$ cat src/rtl/stack_pkg.sv
// Shared types and defaults for the stack unit.
//   op_e          : decoded per-edge command, in priority order
//   SP_RESET_DEF  : default SP after reset (the "empty" mark)
//   SP_LIMIT_DEF  : default highest legal SP (the "full" mark)
//   decode_op     : command priority decode (exchange > push > pop > load > idle)
package stack_pkg;

  typedef enum logic [2:0] {
    OP_IDLE,
    OP_XCHG,
    OP_PUSH,
    OP_POP,
    OP_LOAD
  } op_e;

  localparam logic [7:0] SP_RESET_DEF = 8'h07;
  localparam logic [7:0] SP_LIMIT_DEF = 8'h7F;

  function automatic op_e decode_op(input logic push, input logic pop, input logic wr_sp);
    if (push && pop) return OP_XCHG;
    if (push)        return OP_PUSH;
    if (pop)         return OP_POP;
    if (wr_sp)       return OP_LOAD;
    return OP_IDLE;
  endfunction

endpackage

$ cat src/rtl/stack_unit_if.sv
// Control-unit <-> stack unit bundle.
//   master : CPU control side (drives commands, observes SP/data/status)
//   slave  : stack unit side
// Commands: push, pop, push_data, wr_sp, data_in_sp, rd_sp, clr_flags.
// Results : data_out_sp, sp_out, pop_data, pop_valid, full, empty, ovf, udf.
interface stack_unit_if #(
  parameter int unsigned DATA_W = 8,
  parameter int unsigned SP_W   = 8
);
  logic              push;
  logic              pop;
  logic [DATA_W-1:0] push_data;
  logic              wr_sp;
  logic [SP_W-1:0]   data_in_sp;
  logic              rd_sp;
  logic              clr_flags;
  logic [SP_W-1:0]   data_out_sp;
  logic [SP_W-1:0]   sp_out;
  logic [DATA_W-1:0] pop_data;
  logic              pop_valid;
  logic              full;
  logic              empty;
  logic              ovf;
  logic              udf;

  modport master (
    output push, pop, push_data, wr_sp, data_in_sp, rd_sp, clr_flags,
    input  data_out_sp, sp_out, pop_data, pop_valid, full, empty, ovf, udf
  );

  modport slave (
    input  push, pop, push_data, wr_sp, data_in_sp, rd_sp, clr_flags,
    output data_out_sp, sp_out, pop_data, pop_valid, full, empty, ovf, udf
  );
endinterface

$ cat src/rtl/stack_ram.sv
// LIFO storage: DEPTH x DATA_W, one synchronous write port, one asynchronous read port.
// Contents are deliberately not reset.
//   clock : write clock        we    : write enable
//   waddr : write address      wdata : write data
//   raddr : read address       rdata : combinational read data
module stack_ram #(
  parameter int unsigned DATA_W = 8,
  parameter int unsigned DEPTH  = 128,
  parameter int unsigned IDX_W  = $clog2(DEPTH)
) (
  input  logic              clock,
  input  logic              we,
  input  logic [IDX_W-1:0]  waddr,
  input  logic [DATA_W-1:0] wdata,
  input  logic [IDX_W-1:0]  raddr,
  output logic [DATA_W-1:0] rdata
);

  logic [DATA_W-1:0] mem [DEPTH];

  always_ff @(posedge clock) begin
    if (we) mem[waddr] <= wdata;
  end

  assign rdata = mem[raddr];

endmodule

$ cat src/rtl/stack_unit.sv
// Stack pointer with integrated LIFO storage. Services exchange/push/pop/SP-load in one
// clock, keeps sticky overflow/underflow flags and a registered pop result.
//   clock : rising-edge clock
//   reset : asynchronous, active-high
//   bus   : stack_unit_if.slave (commands in, SP/pop data/status out)
module stack_unit
  import stack_pkg::*;
#(
  parameter int unsigned     DATA_W   = 8,
  parameter int unsigned     SP_W     = 8,
  parameter logic [SP_W-1:0] SP_RESET = SP_W'(SP_RESET_DEF),
  parameter logic [SP_W-1:0] SP_LIMIT = SP_W'(SP_LIMIT_DEF),
  parameter bit              WRAP_EN  = 1'b1
) (
  input logic         clock,
  input logic         reset,
  stack_unit_if.slave bus
);

  localparam int unsigned DEPTH = int'(SP_LIMIT) + 1;
  localparam int unsigned IDX_W = $clog2(DEPTH);

  op_e               op;
  logic [SP_W-1:0]   sp_q, sp_d;
  logic [DATA_W-1:0] pop_data_q, pop_data_d;
  logic              pop_valid_q, pop_valid_d;
  logic              ovf_q, ovf_d;
  logic              udf_q, udf_d;
  logic              ram_we;
  logic [IDX_W-1:0]  ram_waddr;
  logic [DATA_W-1:0] ram_rdata;

  assign op = decode_op(bus.push, bus.pop, bus.wr_sp);

  always_comb begin
    sp_d        = sp_q;
    pop_data_d  = pop_data_q;
    pop_valid_d = 1'b0;
    // Clear request loses to any flag-setting event below in the same cycle.
    ovf_d       = ovf_q & ~bus.clr_flags;
    udf_d       = udf_q & ~bus.clr_flags;
    ram_we      = 1'b0;
    ram_waddr   = IDX_W'(sp_q);

    unique case (op)
      OP_XCHG: begin
        ram_we      = 1'b1;
        pop_data_d  = ram_rdata;
        pop_valid_d = 1'b1;
      end
      OP_PUSH: begin
        if (sp_q < SP_LIMIT) begin
          sp_d      = sp_q + SP_W'(1);
          ram_we    = 1'b1;
          ram_waddr = IDX_W'(sp_q + SP_W'(1));
        end else begin
          ovf_d = 1'b1;
          if (WRAP_EN) begin
            sp_d      = '0;
            ram_we    = 1'b1;
            ram_waddr = '0;
          end
        end
      end
      OP_POP: begin
        // Without wrap, a pop at the empty mark (or at 0, which would leave the legal
        // range) is rejected outright.
        if (!WRAP_EN && (sp_q == SP_RESET || sp_q == '0)) begin
          udf_d = 1'b1;
        end else begin
          pop_data_d  = ram_rdata;
          pop_valid_d = 1'b1;
          if (sp_q == '0) begin
            sp_d  = SP_LIMIT;
            udf_d = 1'b1;
          end else begin
            sp_d = sp_q - SP_W'(1);
          end
        end
      end
      OP_LOAD: begin
        if (bus.data_in_sp <= SP_LIMIT) sp_d = bus.data_in_sp;
        else                            ovf_d = 1'b1;
      end
      OP_IDLE: ;
      default: ;
    endcase
  end

  always_ff @(posedge clock or posedge reset) begin
    if (reset) begin
      sp_q        <= SP_RESET;
      pop_data_q  <= '0;
      pop_valid_q <= 1'b0;
      ovf_q       <= 1'b0;
      udf_q       <= 1'b0;
    end else begin
      sp_q        <= sp_d;
      pop_data_q  <= pop_data_d;
      pop_valid_q <= pop_valid_d;
      ovf_q       <= ovf_d;
      udf_q       <= udf_d;
    end
  end

  stack_ram #(
    .DATA_W(DATA_W),
    .DEPTH (DEPTH),
    .IDX_W (IDX_W)
  ) u_ram (
    .clock(clock),
    .we   (ram_we),
    .waddr(ram_waddr),
    .wdata(bus.push_data),
    .raddr(IDX_W'(sp_q)),
    .rdata(ram_rdata)
  );

  assign bus.data_out_sp = bus.rd_sp ? sp_q : '0;
  assign bus.sp_out      = sp_q;
  assign bus.pop_data    = pop_data_q;
  assign bus.pop_valid   = pop_valid_q;
  assign bus.full        = (sp_q == SP_LIMIT);
  assign bus.empty       = (sp_q == SP_RESET);
  assign bus.ovf         = ovf_q;
  assign bus.udf         = udf_q;

endmodule

$ cat src/flat_wrapper.sv
// flat-port wrapper written by rule: the top's interface ports become plain ports
module stack_unit_flat import stack_pkg::*;
#(
  parameter int unsigned     DATA_W   = 8,
  parameter int unsigned     SP_W     = 8,
  parameter logic [SP_W-1:0] SP_RESET = SP_W'(SP_RESET_DEF),
  parameter logic [SP_W-1:0] SP_LIMIT = SP_W'(SP_LIMIT_DEF),
  parameter bit              WRAP_EN  = 1'b1
)
  (clock, reset, bus_push, bus_pop, bus_push_data, bus_wr_sp, bus_data_in_sp, bus_rd_sp, bus_clr_flags, bus_data_out_sp, bus_sp_out, bus_pop_data, bus_pop_valid, bus_full, bus_empty, bus_ovf, bus_udf);
  stack_unit_if #(.DATA_W(DATA_W), .SP_W(SP_W)) bus_i ();
  input logic clock;
  input logic reset;
  input wire logic [$bits(bus_i.push)-1:0] bus_push;
  input wire logic [$bits(bus_i.pop)-1:0] bus_pop;
  input wire logic [$bits(bus_i.push_data)-1:0] bus_push_data;
  input wire logic [$bits(bus_i.wr_sp)-1:0] bus_wr_sp;
  input wire logic [$bits(bus_i.data_in_sp)-1:0] bus_data_in_sp;
  input wire logic [$bits(bus_i.rd_sp)-1:0] bus_rd_sp;
  input wire logic [$bits(bus_i.clr_flags)-1:0] bus_clr_flags;
  output wire logic [$bits(bus_i.data_out_sp)-1:0] bus_data_out_sp;
  output wire logic [$bits(bus_i.sp_out)-1:0] bus_sp_out;
  output wire logic [$bits(bus_i.pop_data)-1:0] bus_pop_data;
  output wire logic [$bits(bus_i.pop_valid)-1:0] bus_pop_valid;
  output wire logic [$bits(bus_i.full)-1:0] bus_full;
  output wire logic [$bits(bus_i.empty)-1:0] bus_empty;
  output wire logic [$bits(bus_i.ovf)-1:0] bus_ovf;
  output wire logic [$bits(bus_i.udf)-1:0] bus_udf;
  assign bus_i.push = bus_push;
  assign bus_i.pop = bus_pop;
  assign bus_i.push_data = bus_push_data;
  assign bus_i.wr_sp = bus_wr_sp;
  assign bus_i.data_in_sp = bus_data_in_sp;
  assign bus_i.rd_sp = bus_rd_sp;
  assign bus_i.clr_flags = bus_clr_flags;
  assign bus_data_out_sp = bus_i.data_out_sp;
  assign bus_sp_out = bus_i.sp_out;
  assign bus_pop_data = bus_i.pop_data;
  assign bus_pop_valid = bus_i.pop_valid;
  assign bus_full = bus_i.full;
  assign bus_empty = bus_i.empty;
  assign bus_ovf = bus_i.ovf;
  assign bus_udf = bus_i.udf;
  stack_unit #(.DATA_W(DATA_W), .SP_W(SP_W), .SP_RESET(SP_RESET), .SP_LIMIT(SP_LIMIT), .WRAP_EN(WRAP_EN)) u_core (.clock(clock), .reset(reset), .bus(bus_i));
endmodule
$ cat config.mk
export PLATFORM = sky130hd
export DESIGN_NAME = stack_unit_flat
export DESIGN_NICKNAME = d
export VERILOG_FILES = /design/src/rtl/stack_pkg.sv /design/src/rtl/stack_unit_if.sv /design/src/rtl/stack_ram.sv /design/src/rtl/stack_unit.sv /design/src/flat_wrapper.sv
export SDC_FILE = /design/constraint.sdc
export NUM_CORES = 1
export LEC_CHECK = 0
export BUFFER_PORTS_ARGS = -buffer_cell sky130_fd_sc_hd__buf_4
export CAP_MARGIN = 20
export CORE_MARGIN = 3
export CORE_UTILIZATION = 45
export DETAILED_ROUTE_END_ITERATION = 8
export PLACE_DENSITY = 0.69
export REMOVE_ABC_BUFFERS = 1
export SYNTH_ARGS = -nofsm -noshare
export SYNTH_HDL_FRONTEND = slang
export SYNTH_HIERARCHICAL = 1
export SYNTH_SLANG_ARGS = --single-unit
$ cat constraint.sdc
create_clock -name clock -period 3.15 [get_ports clock]
set_input_delay 0.4725 -clock clock [delete_from_list [all_inputs] [get_ports clock]]
set_output_delay 0.4725 -clock clock [all_outputs]
set_load 0.05 [all_outputs]
==> metrics.txt <==
outcome=finished, violations left; failing checks=negative setup slack; CP Data Required Time=between 3 and 4 ns; pin count of the biggest net entering global routing=between 70 and 80; detailed-route wire length=100.0 mm; Main synth FF type=edfxtp_1; final setup fails=8; H-Tree Depth=3; Synth top area share=0.7492; Yosys cell types=60; cell internal pwr=~29 mW; Area Overhead vs Synth=20.43%; sequential fraction of the synthesis area=0.7609; grt met2 use=0.3252; share of power burned in registers=0.392; largest area contributor in the netlist=edfxtp_1; Final WS setup=-0.3663 ns; number of global-route vias before repair=between 20k and 25k; top cells by area, synth=edfxtp_1 75%, mux4_2 18%, nor2_1 1.2%; M3 GR Usage=0.07114; RSZ-0062 raised after global routing=yes; startpoint types=flip-flop; Crit Path Max Fanout=7; HP Class=in -> reg; total power=between 40 and 50 mW; post-layout min period=around 3.5 ns; via/cell ratio=around 6; most used cell, CP=mux4_2; Synthesis Warnings=6; TritonCTS clock tree=built; Max IR drop VDD=roughly 0.00045 V; Root Buffer=clkbuf_16; antenna violations before repair=2; DR iter-0 viols=approximately 2.3k; Skew-Pair Late Insertion Delay=roughly 0.67 ns; family with the most delay on the worst path=multiplexers; Die Y=around 310 um; buffers plus inverters on the worst setup path=3; Sw Share=0.2929; P_sw=between 10 and 15 mW; met1 Track Usage GR=0.2888; layout cell share with drive strength beyond 1=0.4190; first-pass GRT wire length=between 100 and 150 mm; GRT Util Overall=0.2122; DPL Wire Length=63.22 mm; Antenna Nets Post-Route=0; Core Footprint=roughly 90000 sq um; CTS max path bufs=3; Synth Instances=about 1.8k; Routability Congestion=~0.93; synthesized area per cell=approximately 23 sq um; die area=approximately 95000 sq um; Clk pwr share=0.292; share of flip-flops with an asynchronous set or reset=0.01822; GRT overflow=0; die width=308 um; # nets final=about 2.2k; TritonRoute pass-1 iters=5; Inserted Clock Buffers=between 100 and 150; Leak Pwr=~16 nW; fin crit share=1.116; Crit path largest cell delay=around 0.66 ns; starting density of the core=0.4546; Arr. time, crit path=about 4 ns; relative slew slack=0.4511; vias=~20k; post-route clock skew=between 0.02 and 0.03 ns; Core Rows=110; Slew Limit Fails=0; Slew @ Worst Pin=0.8233 ns; MaxCap Viol Count=0; Reg2Reg Depth=8; DR DRC count=0; Synth Cell Area=between 40000 and 50000 sq um; final core occ=0.5474; FF+latch count, synth=roughly 1.0k; EDFF count, synth=around 1k; PwrDens=around 820 nW/um^2; total negative slack=-2.539 ns; hold_ws=approximately 0.05 ns; Routed WL per cell=just under 30 um; Clock transition at path regs=about 0.06 ns; Crit path depth=8; most used routing layer=met2; Hold Fails Final Rpt=0; Port Buffers=51; Slowest cell on crit path=dfstp_4; worst hold stages=2; IO Pins=52; Fmax=about 280 MHz; CTS Sinks=1043; worst path cell trace=buf_12, buf_16, buf_16, mux4_2, mux4_2, mux4_2, mux2_4, mux2_4; Comb power frac=0.316; Setup CP Type=reg -> reg; Worst setup EP type=flip-flop
-- cell families after synthesis --
family	after synthesis	synth area share
adder cells (fa/ha/maj)	3	0.0009147
AO/OA/AOI/OAI	58	0.009573
flip-flops	1043	0.7609
buffers and inverters	114	0.01290
XOR/XNOR	2	0.0004269
AND/OR/NAND/NOR	234	0.02600
multiplexers	354	0.1893
-- cells in the final DEF (no fill, tap or decap), types with 8 or more instances in the layout --
cell,instances
nor2_2,8
clkbuf_1,23
clkinv_1,20
buf_6,19
bufinv_16,9
o21ai_0,12
nor2_1,68
clkinv_2,11
mux2_2,10
mux4_2,336
nand2_1,23
dfrtp_1,14
inv_1,10
buf_16,9
nand3_1,10
a21oi_1,9
edfxtp_1,1024
nor2_4,53
buf_4,248
buf_12,55
clkbuf_16,105
-- repair_timing --
| item | CTS | global route |
|---|---|---|
| hold buffers | 1 | 0 |
| buffers inserted | 17 | 23 |
| gates cloned | 4 | 2 |
| pin swaps | 1 | 15 |
| setup endpoints to repair | 986 | 703 |
| hold endpoints to repair | 9 | 0 |
| resized for setup | 124 | 83 |
-- metrics by stage --
| stage | setup WS (ns) | instances | area, sq um |
|---|---|---|---|
| finish | -0.3663 | 3399 | 49420 |
| global route | -0.3874 | 3398 | 49420 |
| CTS | -0.3160 | 3373 | 48760 |
| detailed placement | -0.3815 | 3171 | 44820 |
| global placement | -0.4039 | 3171 | 44820 |
| floorplan | -6.709 | 1704 | 40550 |
-- sequential cells by signal (all words and copies together), names as in the netlist --
name,count
u_core/u_ram/mem,1024
u_core/bus.pop_valid,1
u_core/bus.udf,1
u_core/bus.pop_data,8
u_core/bus.sp_out,8
u_core/bus.ovf,1
-- worst paths after layout --
| check | start | to | slack [ns] |
|---|---|---|---|
| min reg2reg | u_core/bus.ovf | u_core/bus.ovf | 0.56 |
| max in group asynchronous | reset | u_core/bus.pop_data[4] | 2.01 |
| max | u_core/bus.sp_out[0] | u_core/bus.pop_data[3] | -0.37 |
| min in group asynchronous | reset | u_core/bus.ovf | 0.51 |
| min | bus_clr_flags | u_core/bus.udf | 0.05 |
| max reg2reg | u_core/bus.sp_out[0] | u_core/bus.pop_data[3] | -0.37 |
-- final cells by class --
class	instances	area (sq um)
antenna	1	2.502
clock inverter	55	548.0
tap	1176	1471
timing repair buffer	337	3522
multi-input combinational	651	9935
sequential	1043	31250
clock buffer	126	2664
fill	6482	40860
inverter	10	37.54
-- synthesized netlist by cell type (13+ instances only) --
master and number:
nor2_1 129, nor3_1 13, edfxtp_1 1024, nand3_1 16, o21ai_0 15, dfrtp_1 16
mux4_2 336, nand2_1 28, buf_2 21, buf_4 16, buf_1 18, clkbuf_1 47
mux2_2 17
-- routing by layer --
metal | wire, um | share of wire | vias up
li1 | - | - | 8361
met1 | 39040 | 0.39 | 10900
met2 | 47040 | 0.47 | 997
met3 | 10750 | 0.11 | 164
met4 | 3182 | 0.032 | 2
met5 | 13 | 0.00013 | -
-- power groups by stage --
stage | logic, mW | registers [mW] | clock network, mW
6_report | 12.8 | 15.8 | 11.8
5_1_grt | 13.4 | 15.9 | 12.5
4_1_cts | 12.2 | 15.8 | 12.0
3_5_place_dp | 11.5 | 16.1 | 0
3_3_place_gp | 11.4 | 16.1 | 0
2_1_floorplan | 5.83 | 17.6 | 0
(Power assumes the default switching activity.)
